File: config.mk
export PLATFORM = sky130hd
export DESIGN_NAME = huff_decoder
export DESIGN_NICKNAME = d
export VERILOG_FILES = /design/src/rtl/huff_pkg.sv /design/src/rtl/huff_code_match.sv /design/src/rtl/huff_decoder.sv
export SDC_FILE = /design/constraint.sdc
export NUM_CORES = 1
export LEC_CHECK = 0
export BUFFER_PORTS_ARGS = -buffer_cell sky130_fd_sc_hd__buf_2
export CAP_MARGIN = 20
export CORE_ASPECT_RATIO = 0.8
export CORE_MARGIN = 2
export CORE_UTILIZATION = 58
export CTS_BUF_LIST = sky130_fd_sc_hd__clkbuf_8 sky130_fd_sc_hd__clkbuf_16
export CTS_CLUSTER_SIZE = 10
export DETAILED_ROUTE_END_ITERATION = 6
export PLACE_DENSITY = 0.82
export SYNTH_ARGS = -nofsm -noshare
export SYNTH_HDL_FRONTEND = slang
export SYNTH_HIERARCHICAL = 1
export SYNTH_SLANG_ARGS = --single-unit
File: constraint.sdc
create_clock -name clk -period 5.85 [get_ports clk]
set_input_delay 0.2925 -clock clk [delete_from_list [all_inputs] [get_ports clk]]
set_output_delay 0.2925 -clock clk [all_outputs]
set_load 0.1 [all_outputs]
File: src/rtl/huff_pkg.sv
// Types and helpers shared by the Huffman decoder and its companion encoder.
package huff_pkg;

  localparam int MAX_CHAR_COUNT = 3;
  // Upper bound on code width. Table entries are stored zero-extended to this width.
  localparam int CODE_W_MAX     = 16;

  typedef enum logic [1:0] {
    IDLE  = 2'd0,
    RUN   = 2'd1,
    HOLD  = 2'd2,
    ERROR = 2'd3
  } state_t;

  typedef struct packed {
    logic [7:0]            ch;
    logic [CODE_W_MAX-1:0] code;
    logic [CODE_W_MAX-1:0] mask;
  } tbl_entry_t;

  function automatic logic [7:0] popcount(input logic [CODE_W_MAX-1:0] v);
    logic [7:0] n;
    n = '0;
    for (int i = 0; i < CODE_W_MAX; i++) n = n + {7'd0, v[i]};
    return n;
  endfunction

endpackage

File: src/rtl/huff_code_match.sv
// Combinational lookup of the partial code against every table entry.
// The lowest-index entry wins when several entries match.
module huff_code_match #(
  parameter int N      = 3,
  parameter int CODE_W = 3,
  parameter int LEN_W  = 2,
  parameter int IDX_W  = 2
) (
  input  huff_pkg::tbl_entry_t [N-1:0] tbl,
  input  logic [CODE_W-1:0]            next_acc,
  input  logic [LEN_W-1:0]             next_len,
  output logic                         hit,
  output logic [IDX_W-1:0]             idx
);
  import huff_pkg::*;

  logic [CODE_W_MAX-1:0] acc_ext;
  logic [7:0]            len_ext;
  logic                  unused_ch;

  // Scan from the top entry down so the lowest matching index is the last one written.
  always_comb begin
    acc_ext              = '0;
    acc_ext[CODE_W-1:0]  = next_acc;
    len_ext              = 8'(next_len);
    hit                  = 1'b0;
    idx                  = '0;
    unused_ch            = 1'b0;
    for (int i = N - 1; i >= 0; i--) begin
      // Character bytes do not take part in matching.
      unused_ch = unused_ch ^ (^tbl[i].ch);
      if ((popcount(tbl[i].mask) == len_ext) &&
          ((tbl[i].code & tbl[i].mask) == acc_ext)) begin
        hit = 1'b1;
        idx = IDX_W'(i);
      end
    end
  end

endmodule

File: src/rtl/huff_decoder.sv
// Serial Huffman decoder: shifts code bits in MSB-first, looks up the
// loaded code table after each bit, and hands decoded characters out
// through a valid/ready pair. An unmatched full-width code sets a sticky
// error that only a table reload clears.
//
// state | meaning
// IDLE  | no table loaded since reset
// RUN   | accepting code bits
// HOLD  | character presented, waiting for char_ready
// ERROR | invalid code seen, waiting for tbl_load
module huff_decoder #(
  parameter int MAX_CHAR_COUNT = huff_pkg::MAX_CHAR_COUNT,
  parameter int CODE_W         = MAX_CHAR_COUNT
) (
  input  logic                                  clk,
  input  logic                                  reset,
  input  logic                                  tbl_load,
  input  logic [MAX_CHAR_COUNT-1:0][7:0]        tbl_char,
  input  logic [MAX_CHAR_COUNT-1:0][CODE_W-1:0] tbl_code,
  input  logic [MAX_CHAR_COUNT-1:0][CODE_W-1:0] tbl_mask,
  input  logic                                  bit_valid,
  input  logic                                  bit_in,
  output logic                                  bit_ready,
  output logic                                  char_valid,
  output logic [7:0]                            char_out,
  input  logic                                  char_ready,
  output logic                                  err
);
  import huff_pkg::*;

  localparam int LEN_W = $clog2(CODE_W + 1);
  localparam int IDX_W = (MAX_CHAR_COUNT > 1) ? $clog2(MAX_CHAR_COUNT) : 1;

  state_t                              state_q, state_d;
  logic [CODE_W-1:0]                   acc_q, acc_d;
  logic [LEN_W-1:0]                    len_q, len_d;
  logic [7:0]                          char_q, char_d;
  logic                                cv_q, cv_d;
  logic                                err_q, err_d;
  tbl_entry_t [MAX_CHAR_COUNT-1:0]     tbl_q, tbl_d;

  logic [CODE_W-1:0]                   acc_nxt;
  logic [LEN_W-1:0]                    len_nxt;
  logic                                hit;
  logic [IDX_W-1:0]                    hit_idx;

  assign bit_ready  = (state_q == RUN);
  assign char_valid = cv_q;
  assign char_out   = char_q;
  assign err        = err_q;

  assign acc_nxt = {acc_q[CODE_W-2:0], bit_in};
  assign len_nxt = len_q + LEN_W'(1);

  huff_code_match #(
    .N      (MAX_CHAR_COUNT),
    .CODE_W (CODE_W),
    .LEN_W  (LEN_W),
    .IDX_W  (IDX_W)
  ) u_match (
    .tbl      (tbl_q),
    .next_acc (acc_nxt),
    .next_len (len_nxt),
    .hit      (hit),
    .idx      (hit_idx)
  );

  // State register and datapath flops; reset empties the table so decoding needs a reload.
  always_ff @(posedge clk) begin
    if (reset) begin
      state_q <= IDLE;
      acc_q   <= '0;
      len_q   <= '0;
      char_q  <= '0;
      cv_q    <= 1'b0;
      err_q   <= 1'b0;
      tbl_q   <= '0;
    end else begin
      state_q <= state_d;
      acc_q   <= acc_d;
      len_q   <= len_d;
      char_q  <= char_d;
      cv_q    <= cv_d;
      err_q   <= err_d;
      tbl_q   <= tbl_d;
    end
  end

  // Next-state logic; a table load overrides everything, including a bit handshake.
  always_comb begin
    state_d = state_q;
    acc_d   = acc_q;
    len_d   = len_q;
    char_d  = char_q;
    cv_d    = cv_q;
    err_d   = err_q;
    tbl_d   = tbl_q;

    if (tbl_load) begin
      for (int i = 0; i < MAX_CHAR_COUNT; i++) begin
        tbl_d[i]                   = '0;
        tbl_d[i].ch                = tbl_char[i];
        tbl_d[i].code[CODE_W-1:0]  = tbl_code[i];
        tbl_d[i].mask[CODE_W-1:0]  = tbl_mask[i];
      end
      acc_d   = '0;
      len_d   = '0;
      cv_d    = 1'b0;
      err_d   = 1'b0;
      state_d = RUN;
    end else begin
      case (state_q)
        RUN: begin
          if (bit_valid) begin
            if (hit) begin
              char_d  = tbl_q[hit_idx].ch;
              cv_d    = 1'b1;
              acc_d   = '0;
              len_d   = '0;
              state_d = HOLD;
            end else if (len_nxt == LEN_W'(CODE_W)) begin
              err_d   = 1'b1;
              acc_d   = '0;
              len_d   = '0;
              state_d = ERROR;
            end else begin
              acc_d   = acc_nxt;
              len_d   = len_nxt;
            end
          end
        end
        HOLD: begin
          if (char_ready) begin
            cv_d    = 1'b0;
            state_d = RUN;
          end
        end
        default: ;
      endcase
    end
  end

endmodule

Yosys cells after proc, flatten, opt, wreduce, memory -nomap -nowiden
Cells that the tools add are included.

word-level totals
  bits in registers = 58
  latch bits = 0
  RAM bits = 0
  memory bits (read-only) = 0
  bits of input ports = 48
  output and inout bits = 11
  word-level logic and storage cells = 79
  memories = 0

cells by class
  add/subtract/negate cells = 7
  $mul = 0
  div/mod/pow operators = 0
  $lt $le $gt $ge = 1
  equal/unequal tests = 16
  shift-type cells = 0
  multiplexer cells = 22
  bitwise operators = 5
  reduce and logical (&&, ||, !) cells = 12

operators with widths
  cell                   count
  $bmux W40 S2           1
  $mux W40               1
  $add A8 B1 Y8          3
  $eq A8 B2 Y1           3
  $mux W2                11
  $reduce_and A4 Y1      5
  $and A3 B3 Y3          3
  $eq A3 B3 Y1           3
  $mux W1                7
  $add A1 B1 Y2          3
  $ne A3 B3 Y1 const B   2
  $eq A2 B2 Y1 const B   2
  $ne A2 B2 Y1 const B   2
  $ne A4 B2 Y1 const B   1
  $pmux W2 S2            1
  $logic_and A1 B1 Y1    3
  $lt A2 B3 Y1 const B   1
  $ne A3 B1 Y1 const B   1
  $reduce_bool A3 Y1     1
  $add A2 B1 Y2 const B  1
  $eq A2 B1 Y1 const B   1
  $ne A2 B1 Y1 const B   1
  $not A1 Y1             2
  $pmux W1 S2            1
  3 further kinds        3

Depth between registers and ports, before layout
  depth in word-level cells = 11
  mapped depth = 21
  gate-level depth less buffers = 19

Modules after synthesis
The synthesis kept the hierarchy.

by module, submodules not included
  module           instances  cells an instance  area an instance (µm²)  seq. area each (µm²)
  huff_decoder     1          229                2342.2                  1161.1
  huff_code_match  1          181                1519.0                  0.0

Least setup slack after synthesis
No wires, ideal clock.

  path type = register to register
  start = reg tbl_q[40] in the netlist's numbering
  end = reg char_q[1] (netlist: char_out[1])
  setup time = 0.086 ns
  arrival = 4.414 ns
  required time = 5.764 ns
  slack = 1.350 ns
  stages on the path, launching flop included = 20
  path buffers = 2
  period minus slack after synthesis = 4.500 ns
  cells stage by stage = dfxtp_1 -> fa_1 -> fa_1 -> fa_1 -> inv_1 -> fa_1 -> inv_1 -> ha_1 -> inv_1 -> fa_1 -> xnor2_1 -> a2111oi_1 -> o2111ai_1 -> or3_1 -> nor3b_1 -> buf_4 -> nor2b_1 -> buf_4 -> a2bb2oi_1 -> a211oi_1

on the way
  longest elaborated chain between the ends = 8
  elaborated cells between the ends (all ways) = 13
  classes of those cells = 2 x add/sub; 2 x eq/ne; 6 x mux; 1 x bitwise; 2 x reduce/logical

ends and longest elaborated chain
  what                                line                   source
  from (decl)                         huff_decoder.sv:40     tbl_entry_t [MAX_CHAR_COUNT-1:0] tbl_q, tbl_d;
  from (signal assigned)              huff_decoder.sv:85     tbl_q <= tbl_d;
  $add A1 B1 Y2                       huff_pkg.sv:24         for (int i = 0; i < CODE_W_MAX; i++) n = n + {7'd0, v[i]};
  $add A8 B1 Y8                       huff_pkg.sv:24
  $eq A8 B2 Y1                        huff_code_match.sv:32  if ((popcount(tbl[i].mask) == len_ext) &&
  $logic_and A1 B1 Y1 (*)             huff_code_match.sv:32
  $mux W2 (*) (2 in series)           huff_code_match.sv:32
  net hit_idx[1]                      huff_decoder.sv:45     logic [IDX_W-1:0] hit_idx;
  $bmux W40 S2 (*)                    huff_decoder.sv:116    char_d = tbl_q[hit_idx].ch;
  $mux W40 (not written as such) (*)  huff_decoder.sv:116
  to (signal assigned)                huff_decoder.sv:82     char_q <= char_d;
  to (decl)                           huff_decoder.sv:37     logic [7:0] char_q, char_d;

The timed path passes the listed nets; every way through them passes the cells marked *. The select of a mux whose other input is x is not followed.
A chain may end at the register's enable or synchronous reset.

Worst setup path after layout
  start = reg tbl_q[41] in the netlist's numbering
  end = reg char_q[4] (netlist: char_out[4])

The elaborated chain is that of the path after synthesis.

==> results.txt <==
* Non-filler instance count after layout: about 670
- The startpoint identified for the worst hold timing path is tbl_char[2].
- Total standard cell area after synthesis: 3861 um2
* Startpoint of the lowest-slack register-to-register path: tbl_q[41]
- Hold Worst Slack: 0.1865 ns
- The repair_antennas step left the layout with diodes totalling 0.
* Drt pass-1 iters: 4
- Post-synthesis sequential element count: 58
* Die area: between 7000 and 8000 um2
* Fraction of the yosys area taken by sequential cells: 0.3007
- Run status: complete, no violations
* Number of DRC violations after detailed-routing iteration 0: 138
* Sum of routed wire length over all layers: 8569 um
* Worst EP arrival: 5.46 ns
* Share of final-layout standard cells stronger than drive strength 1: 0.1350
- The number of cells on the worst reg-to-reg path is 18.
- Port buffering added 58 buffers.
* Vias in the first global route: 3285
- Worst voltage drop across the vdd grid: between 0.15 and 0.2 mV
- The max-slew violation count is 0.
- Post-DRT Antenna Nets: 0
- Of the available clock period, the critical path in the final layout requires 0.8939.
- Area inside the core boundary: 6409 um2
* Total of max-cap violations: 0
- Synthesis produced 410 cells.
* Initial core utilization: 0.6025
- Vert. Die Dim: 76.98 um
- The clock period could shrink to 5.230 ns.
- Gates resized during post-CTS repair numbered 0.
- Worst max-slew margin expressed relative to the limit: 0.3810
* Remaining DRCs: 0
* Cell at the root of the clock tree: clkbuf_8
* Clock Sink Count: 58
* Max Clk Rate: 191.2 MHz
* CTS tree: yes
- Dividing the synthesized area by the synthesized cell count gives 9.418 um2.
- The final hold violation count is 0.
- First-pass GRT wire length: 14490 um
- The area growth from synthesis to layout is 25.15%.
- Wire length per cell after detailed routing: between 10 and 15 um
- Overflow left after global routing: 0
* I/O pin count: just under 60
- Detailed-route via count: 3184
* Cell count after placement: between 600 and 700
* Hold Buf Count CTS: 0
* Cell area power density: 279.0 nW/um2
* Number of stages on the worst hold path: 3
- Biggest fanout along the worst timing path: 9
- STA classifies the critical path startpoint as a register.
- Yosys printed 6 warnings.
* Later-pin clock latency in the skew report: approximately 0.34 ns
* Category of the worst setup path capture point: register
* Reg-to-reg critical path endpoint: char_out[4]
* Most common cell after layout, fill and taps aside: conb_1
* Clock Pin Slew Worst Setup and Hold Paths: 0.07 ns
- Setup violation total in the final timing report: 0
- The initial antenna violation count is 0.
- After synthesis, the netlist uses 41 different library cells.
* Mean number of vias per cell: about 4.8
* Placed Area: ~4600 um2
- For the final database, setup skew stands at roughly 0.0067 ns.
- Capture endpoint of the worst hold path: tbl_q[34]
* Overall routing resource usage: 0.2574
- The initialized floorplan defines 26 standard-cell rows.
* Post-route design area: 4832 um2
* Floorplan die width: 95.22 um
- Leakage power of the design: between 0.002 and 0.0025 uW
* Commonest cells after routing, fill and taps aside: conb_1 (117), inv_1 (71), dfxtp_1 (58), buf_2 (58), mux2i_1 (50)
- Final weighted congestion in routability-driven placement: about 0.8
- FF-to-FF setup slack: 0.62 ns
- After clock tree synthesis, the setup repair step added 0 buffers.
- The HPWL after detailed placement is 6642 um.
* Transition time at the pin with the least slew margin: 0.9286 ns
- The tightest min-delay check is of the in2reg type.
- Setup repair after global routing left no endpoint under its margin.
* Total Negative Setup Slacks: 0 ns
- Counting along the longest clock path gives a buffer depth of 2.
* Deepest level of the CTS H-tree: 3
* Data required time at the worst endpoint: 6.08 ns
- The critical path in this run is classified as reg2reg.
- The final layout contains 676 nets.
* Clock buffers created by TritonCTS: 9
- Entering global routing, the biggest net connects 53 pins.
## cell usage after synthesis (all sizes together)
cell type	number	area share
a2111oi	1	0.0026
a211o	3	0.0068
a211oi	11	0.023
a21boi	1	0.0019
a21oi	14	0.018
a221oi	5	0.011
a222oi	3	0.0078
a22o	4	0.0091
a22oi	3	0.0058
a2bb2oi	8	0.018
a31oi	1	0.0016
and3b	1	0.0023
buf	11	0.026
clkbuf	7	0.0068
conb	1	0.00097
dfxtp	58	0.30
fa	30	0.16
ha	18	0.058
inv	70	0.068
mux2i	50	0.13
nand2	19	0.018
nand3	7	0.0091
nand3b	1	0.0019
nand4	5	0.0081
nor2	48	0.047
nor2b	3	0.0049
nor3	4	0.0081
nor3b	1	0.0019
nor4	1	0.0016
o2111ai	1	0.0023
o211a	1	0.0026
o21ai	1	0.0013
o21ba	1	0.0026
or2	1	0.0016
or3	2	0.0032
xnor2	6	0.014
xor2	8	0.018
## stage by stage
| step | setup slack [ns] | util | power [uW] |
|---|---|---|---|
| finish | 0.6205 | 0.7540 | 1348 |
| global route | 0.2602 | 0.7540 | 1455 |
| CTS | 0.6010 | 0.7540 | 1323 |
| detailed placement | 0.7593 | 0.7161 | 876.2 |
| global placement | 0.9140 | 0.7161 | 852.3 |
| floorplan | 1.350 | - | 797.2 |
## final cells by class
class	instances	area, um2
multi-input combinational	380	2748
fill	456	1577
sequential	58	1161
timing repair buffer	61	312.8
inverter	70	262.8
clock buffer	9	123.9
clock inverter	7	118.9
tap	84	105.1
## metal layers
layer	wire (um)	GRT usage	vias up
met5	0	0	-
met4	95	0.06087	0
met3	397	0.06483	12
met2	4441	0.4451	63
met1	3635	0.3195	1521
li1	-	-	1588
## registers in the layout, summed over array words and instances (netlist names)
signal / flops
tbl_q: 42
err: 1
char_out: 8
char_valid: 1
state_q: 2
len_q: 2
acc_q: 2
## report_power, final
part           leakage, uW  internal, uW  switching (uW)
clock             0.000121           283             163
sequential        0.000476           413            13.4
combinational      0.00182           214             262
total              0.00242           910             438
## worst max-delay path by stage
stage	startpoint	end	slack, ns	cells past startpoint
after detailed placement	tbl_q[40]	char_out[6]	0.76	18
after floorplan	tbl_q[40]	char_out[1]	1.35	19
after global routing	tbl_q[41]	char_out[4]	0.26	18
final	tbl_q[41]	char_out[4]	0.62	18
after CTS	tbl_q[40]	char_out[4]	0.60	18
after global placement	tbl_q[40]	char_out[2]	0.91	18
## worst max-delay path, cell delays in order (launching register included)
cell and delay (ns):
dfxtp_1 0.40, fa_1 0.48, fa_1 0.50, fa_1 0.46, inv_1 0.09, fa_1 0.18, inv_1 0.05, ha_1 0.19
inv_1 0.07, fa_1 0.42, xnor2_1 0.14, a2111oi_1 0.38, o2111ai_1 0.15, or3_1 0.37, nor3b_1 0.16, buf_4 0.19
nor2b_1 0.45, a2bb2oi_1 0.15, a211oi_1 0.29
## cells by family after synthesis
| logic type | synth area share |
|---|---|
| buffers and inverters | 0.1005 |
| AOI/OAI and AO/OA | 0.1147 |
| muxes | 0.1296 |
| xor gates and xnor gates | 0.03176 |
| DFF | 0.3007 |
| and+or+nand+nor | 0.1079 |
| adders and majority gates | 0.2139 |
| other | 0.0009712 |
Note: power is estimated with default switching activity, not from simulation.
